--- src/rtl/axi_lite_pkg.sv ---
// Shared types and constants for the AXI4-Lite register slave.
// Response codes follow the AXI encoding.
package axi_lite_pkg;

  localparam int unsigned DataWidth = 32;
  localparam int unsigned StrbWidth = 4;

  typedef enum logic [1:0] {
    OKAY   = 2'b00,
    EXOKAY = 2'b01,
    SLVERR = 2'b10,
    DECERR = 2'b11
  } resp_t;

endpackage

--- src/rtl/axi_hold_reg.sv ---
// One-entry valid+data holding register with load and clear.
// Load wins over clear; the slave never issues both in one cycle.
module axi_hold_reg #(
  parameter int unsigned Width = 8
) (
  input  logic             clk,
  input  logic             reset,
  input  logic             load_i,
  input  logic             clear_i,
  input  logic [Width-1:0] data_i,
  output logic             valid_o,
  output logic [Width-1:0] data_o
);

  logic             valid_q, valid_d;
  logic [Width-1:0] data_q, data_d;

  always_comb begin
    valid_d = valid_q;
    data_d  = data_q;
    if (clear_i) begin
      valid_d = 1'b0;
    end
    if (load_i) begin
      valid_d = 1'b1;
      data_d  = data_i;
    end
  end

  always_ff @(posedge clk) begin
    if (reset) begin
      valid_q <= 1'b0;
      data_q  <= '0;
    end else begin
      valid_q <= valid_d;
      data_q  <= data_d;
    end
  end

  assign valid_o = valid_q;
  assign data_o  = data_q;

endmodule

--- src/rtl/axi_lite_reg_slave.sv ---
// AXI4-Lite slave front end driving a register file's write/read ports.
// Optional AXI_LITE_STRICT_DECODE_EN: out-of-range addresses get DECERR and no write.
module axi_lite_reg_slave
  import axi_lite_pkg::*;
#(
  parameter int unsigned NumWords    = 64,
  parameter int unsigned AddrWidth   = 12,
  localparam int unsigned OffsetWidth = $clog2(NumWords)
) (
  input  logic                   clk,
  input  logic                   reset,
  input  logic [AddrWidth-1:0]   s_awaddr,
  input  logic                   s_awvalid,
  output logic                   s_awready,
  input  logic [DataWidth-1:0]   s_wdata,
  input  logic [StrbWidth-1:0]   s_wstrb,
  input  logic                   s_wvalid,
  output logic                   s_wready,
  output logic [1:0]             s_bresp,
  output logic                   s_bvalid,
  input  logic                   s_bready,
  input  logic [AddrWidth-1:0]   s_araddr,
  input  logic                   s_arvalid,
  output logic                   s_arready,
  output logic [DataWidth-1:0]   s_rdata,
  output logic [1:0]             s_rresp,
  output logic                   s_rvalid,
  input  logic                   s_rready,
  output logic [OffsetWidth-1:0] wa,
  output logic [DataWidth-1:0]   wd,
  output logic [StrbWidth-1:0]   we,
  output logic [OffsetWidth-1:0] ra,
  input  logic [DataWidth-1:0]   rd
);

  localparam int unsigned AwHoldWidth = OffsetWidth + 1;
  localparam int unsigned WHoldWidth  = StrbWidth + DataWidth;

  logic aw_err, ar_err;

`ifdef AXI_LITE_STRICT_DECODE_EN
  assign aw_err = (s_awaddr >> (OffsetWidth + 2)) != '0;
  assign ar_err = (s_araddr >> (OffsetWidth + 2)) != '0;
`else
  assign aw_err = 1'b0;
  assign ar_err = 1'b0;
`endif

  // Byte-lane bits (and upper bits when aliasing) never reach the decode.
  logic unused_addr_bits;
  assign unused_addr_bits = ^{s_awaddr, s_araddr};

  // Write path: independent AW / W holding registers.
  logic                   aw_held, w_held;
  logic [AwHoldWidth-1:0] aw_hold_q;
  logic [WHoldWidth-1:0]  w_hold_q;
  logic                   aw_load, w_load, commit;
  logic                   aw_err_h;
  logic [OffsetWidth-1:0] aw_off_h;
  logic [StrbWidth-1:0]   w_strb_h;
  logic [DataWidth-1:0]   w_data_h;

  logic  bvalid_q, bvalid_d;
  resp_t bresp_q, bresp_d;

  assign s_awready = ~aw_held & ~bvalid_q;
  assign s_wready  = ~w_held & ~bvalid_q;
  assign aw_load   = s_awvalid & s_awready;
  assign w_load    = s_wvalid & s_wready;
  // Gated by reset so a pending pair never reaches the array mid-reset.
  assign commit    = aw_held & w_held & ~bvalid_q & ~reset;

  axi_hold_reg #(
    .Width(AwHoldWidth)
  ) u_aw_hold (
    .clk    (clk),
    .reset  (reset),
    .load_i (aw_load),
    .clear_i(commit),
    .data_i ({aw_err, s_awaddr[OffsetWidth+1:2]}),
    .valid_o(aw_held),
    .data_o (aw_hold_q)
  );

  axi_hold_reg #(
    .Width(WHoldWidth)
  ) u_w_hold (
    .clk    (clk),
    .reset  (reset),
    .load_i (w_load),
    .clear_i(commit),
    .data_i ({s_wstrb, s_wdata}),
    .valid_o(w_held),
    .data_o (w_hold_q)
  );

  assign {aw_err_h, aw_off_h} = aw_hold_q;
  assign {w_strb_h, w_data_h} = w_hold_q;

  assign wa = aw_off_h;
  assign wd = w_data_h;
  assign we = (commit && !aw_err_h) ? w_strb_h : '0;

  always_comb begin
    bvalid_d = bvalid_q;
    bresp_d  = bresp_q;
    if (commit) begin
      bvalid_d = 1'b1;
      bresp_d  = aw_err_h ? DECERR : OKAY;
    end else if (bvalid_q && s_bready) begin
      bvalid_d = 1'b0;
    end
  end

  // Read path: single-cycle, held until R handshake.
  logic                 rvalid_q, rvalid_d;
  logic [DataWidth-1:0] rdata_q, rdata_d;
  resp_t                rresp_q, rresp_d;
  logic                 ar_hs;

  assign s_arready = ~rvalid_q;
  assign ar_hs     = s_arvalid & s_arready;
  assign ra        = s_araddr[OffsetWidth+1:2];

  always_comb begin
    rvalid_d = rvalid_q;
    rdata_d  = rdata_q;
    rresp_d  = rresp_q;
    if (ar_hs) begin
      rvalid_d = 1'b1;
      rdata_d  = ar_err ? '0 : rd;
      rresp_d  = ar_err ? DECERR : OKAY;
    end else if (rvalid_q && s_rready) begin
      rvalid_d = 1'b0;
    end
  end

  always_ff @(posedge clk) begin
    if (reset) begin
      bvalid_q <= 1'b0;
      bresp_q  <= OKAY;
      rvalid_q <= 1'b0;
      rdata_q  <= '0;
      rresp_q  <= OKAY;
    end else begin
      bvalid_q <= bvalid_d;
      bresp_q  <= bresp_d;
      rvalid_q <= rvalid_d;
      rdata_q  <= rdata_d;
      rresp_q  <= rresp_d;
    end
  end

  assign s_bvalid = bvalid_q;
  assign s_bresp  = bresp_q;
  assign s_rvalid = rvalid_q;
  assign s_rdata  = rdata_q;
  assign s_rresp  = rresp_q;

endmodule

--- config.mk ---
export PLATFORM = sky130hd
export DESIGN_NAME = axi_lite_reg_slave
export DESIGN_NICKNAME = d
export VERILOG_FILES = /design/src/rtl/axi_lite_pkg.sv /design/src/rtl/axi_hold_reg.sv /design/src/rtl/axi_lite_reg_slave.sv
export SDC_FILE = /design/constraint.sdc
export NUM_CORES = 1
export LEC_CHECK = 0
export ABC_AREA = 1
export BUFFER_PORTS_ARGS = -buffer_cell sky130_fd_sc_hd__buf_2
export CAP_MARGIN = 20
export CORE_MARGIN = 5
export CORE_UTILIZATION = 45
export CTS_BUF_LIST = sky130_fd_sc_hd__clkbuf_8
export CTS_CLUSTER_DIAMETER = 80
export DETAILED_ROUTE_END_ITERATION = 8
export PLACE_DENSITY = 0.83
export SLEW_MARGIN = 20
export SYNTH_ARGS = -nofsm -noshare
export SYNTH_HDL_FRONTEND = slang
export SYNTH_HIERARCHICAL = 1
export SYNTH_SLANG_ARGS = --single-unit
--- constraint.sdc ---
create_clock -name clk -period 1.4 [get_ports clk]
set_input_delay 0.07 -clock clk [delete_from_list [all_inputs] [get_ports clk]]
set_output_delay 0.07 -clock clk [all_outputs]
set_load 0.005 [all_outputs]
==> results.py <==
metrics = {
    "clocking": {
        "clock_latency_ns": 0.35,
        "numCtsBuffers": 9,
        "cts_buffer_depth": 2,
        "clk_pin_slew_ns": 0.08,
        "cts_sinks": 80,
        "cts-root-buf": "clkbuf_8",
        "htreeDepth": 3,
        "tritoncts": "done",
    },
    "worst_setup_path": {
        "start_kind": "flop",
        "cp.arrival_ns": 1.22,
        "critical-path-slowest-cell": "dfxtp_1",
        "critPathCaptureType": "primary output",
        "reg2reg_depth": 4,
        "worst-path-max-fanout": 5,
        "crit_buf_inv": 2,
        "slowest_delay_ns": 0.37,
        "cp_top_family": "flip-flops",
        "path_cells": "nand2_1 -> inv_2 -> nand3_4 -> nor2_1 -> buf_2",
        "cp.required_ns": 1.33,
        "cp.depth": 5,
        "path_class": "flop to primary output",
    },
    "timing": {
        "clock_skew_ns": 0.0137,
        "fin_crit_ns": 1.29,
        "tightest_slew_ns": 0.500,
        "hold_viol": 0,
        "finalSetupTns_ns": 0,
        "setup_viol": 0,
        "rsz0062_at_grt": "no",
        "max_freq_mhz": 773,
        "setup_ws_ns": 0.106,
        "slew_headroom": 0.666,
        "drv_slew": 0,
        "finalCritPeriodShare": 0.925,
    },
    "final_layout": {
        "stdcell_count": 689,
        "drive_above_1_share": 0.383,
        "area_growth_pct": 54.6,
        "nets": 700,
    },
    "synthesis": {
        "syn_area_um2": 3110,
        "ys_ff_latch": 80,
        "yosys_warnings": 6,
        "synthCells": 374,
        "synth.avg_cell_area_um2": 8.32,
        "ys_seq_area_frac": 0.514,
        "synth_cell_type_count": 23,
    },
    "routing": {
        "drtAntennaViolNets": 0,
        "postRouteWirelength_mm": 10.2,
        "drcViolationCount": 0,
        "vias_per_cell": 4.81,
        "wl_per_cell_um": 14.7,
        "drt_iter0_drc": 138,
        "dr.pass1.iters": 4,
        "routed-via-count": 3313,
    },
    "hold_path": {
        "hold_path_depth": 3,
        "hold_path.class": "input port to flop",
    },
    "die": {
        "core-area_um2": 6760,
        "ios": 188,
        "start_util": 0.461,
        "chipWidth_um": 93.2,
        "die_height_um": 93.2,
        "rows": 30,
        "die_area_um2": 8680,
    },
    "place": {
        "pre_cts_ws_ns": 0.168,
        "dp_cells": 593,
        "gp_congestion": 0.737,
        "detailed_place_hpwl_mm": 5.67,
        "port_buffers": 161,
    },
    "grt": {
        "grt_usage": 0.235,
        "grt_pass1_wl_mm": 16.2,
        "antenna_found_initial": 0,
        "gr-total-overflow": 0,
        "grt_pass1_vias": 3364,
        "grt_max_degree": 38,
    },
    "flow_run": {
        "cap_violations": 0,
    },
    "power_and_ir_drop": {
        "power_density_nw_per_um2": 1150,
        "peakVddDrop_mv": 0.662,
        "p_leak_nw": 2.35,
    },
    "run_status": {
        "status": "finished clean",
    },
}
==> routing by layer <==
layer	vias up	share of wire	GRT usage	wire length [µm]
met5	-	0	0	0
met2	149	0.52	0.422	5310
met4	0	0.028	0.122	282
li1	1625	-	-	-
met3	31	0.070	0.0636	712
met1	1508	0.38	0.249	3850
==> power breakdown <==
part           switching [mW]  internal (mW)  leakage (nW)
sequential              0.107           2.48         0.664
clock                   0.869           1.06         0.109
combinational           0.514          0.500          1.58
total                    1.49           4.04          2.35
==> area by class of cell <==
class                      instances  area [µm²]
fill                             499        1940
antenna                            3        7.51
clock buffer                      10         138
inverter                          16        77.6
timing repair buffer             242        1600
multi-input combinational        252        1190
clock inverter                     6        92.6
sequential                        80        1600
tap                               80         100
==> repair_timing <==
item                                    in CTS  in global routing
hold buffers                                76                  0
endpoints found under the setup margin       4                  4
pin swaps                                    2                  0
buffers inserted                             1                  0
endpoints found under the hold margin       77                  0
resized for setup                            3                  4
==> worst reg2reg max path, stage by stage, from the launching register on <==
cell and delay (ns):
dfxtp_2 0.38, nor3b_2 0.21, buf_4 0.31, o21ai_0 0.16, nor2_1 0.13
==> cell families after synthesis <==
family,Yosys count,synth area share
other,1,0.00120
buffers and inverters,44,0.113
AOI/OAI and AO/OA,80,0.132
DFF,80,0.514
and+or+nand+nor,169,0.240
==> per-stage QoR <==
| stage | cell area (µm²) | hold WS [ns] | util | power [mW] |
|---|---|---|---|---|
| after floorplan | 3120 | 0.132 | - | 3.14 |
| after global placement | 3790 | 0.140 | 0.561 | 3.41 |
| after detailed placement | 3790 | 0.140 | 0.561 | 3.44 |
| after CTS | 4790 | 0.0380 | 0.709 | 5.52 |
| after global routing | 4810 | 0.106 | 0.711 | 5.80 |
| final | 4810 | 0.102 | 0.712 | 5.53 |
==> cells in the final DEF (no fill, tap or decap), types with 3 or more instances in the layout <==
master	Yosys	routed
nand2_1	6	6
nor2_2	33	34
nor2_1	125	123
conb_1	1	3
o21ai_0	56	56
dfxtp_1	80	78
clkbuf_8	0	10
buf_4	9	5
inv_1	10	9
buf_2	6	161
o21ai_1	20	20
diode_2	0	3
inv_2	4	5
dlygate4sd3_1	0	76
==> state kept, by name, summed over array words and instances, names as in the netlist <==
register	flops
u_aw_hold/valid_o	1
s_bvalid	1
u_aw_hold/data_o	7
u_w_hold/valid_o	1
u_w_hold/data_o	36
s_rdata	32
s_bresp	1
s_rvalid	1
==> synthesized netlist by cell type <==
master,number,area [µm²]
nor2_1,125,469
buf_6,9,101
nand2_1,6,22.5
nor2_2,33,206
nor3b_1,2,15.0
inv_12,1,16.3
nand2_4,1,11.3
buf_8,1,15.0
buf_12,3,60.1
o21ai_1,20,100
inv_1,10,37.5
o21a_1,1,7.51
nand3_2,1,10.0
nor2_4,1,11.3
inv_2,4,15.0
o21ai_0,56,280
a21oi_2,2,17.5
inv_6,1,8.76
buf_2,6,30.0
dfxtp_1,80,1600
conb_1,1,3.75
a21oi_1,1,5.00
buf_4,9,67.6
==> final timing paths <==
path / start / endpoint / slack (ns)
hold reg to reg: s_rdata[29]$_SDFFE_PP0P_ / s_rdata[29]$_SDFFE_PP0P_ / 0.49
setup / recovery: u_aw_hold/valid_o$_SDFFE_PP0P_ / we[0] / 0.11
setup reg to reg: s_bvalid$_SDFFE_PP0P_ / u_w_hold/data_o[5]$_SDFFE_PP0P_ / 0.16
hold / removal: s_rready / s_rvalid$_SDFFE_PP0P_ / 0.10
Power figures use the tool's default switching activity.
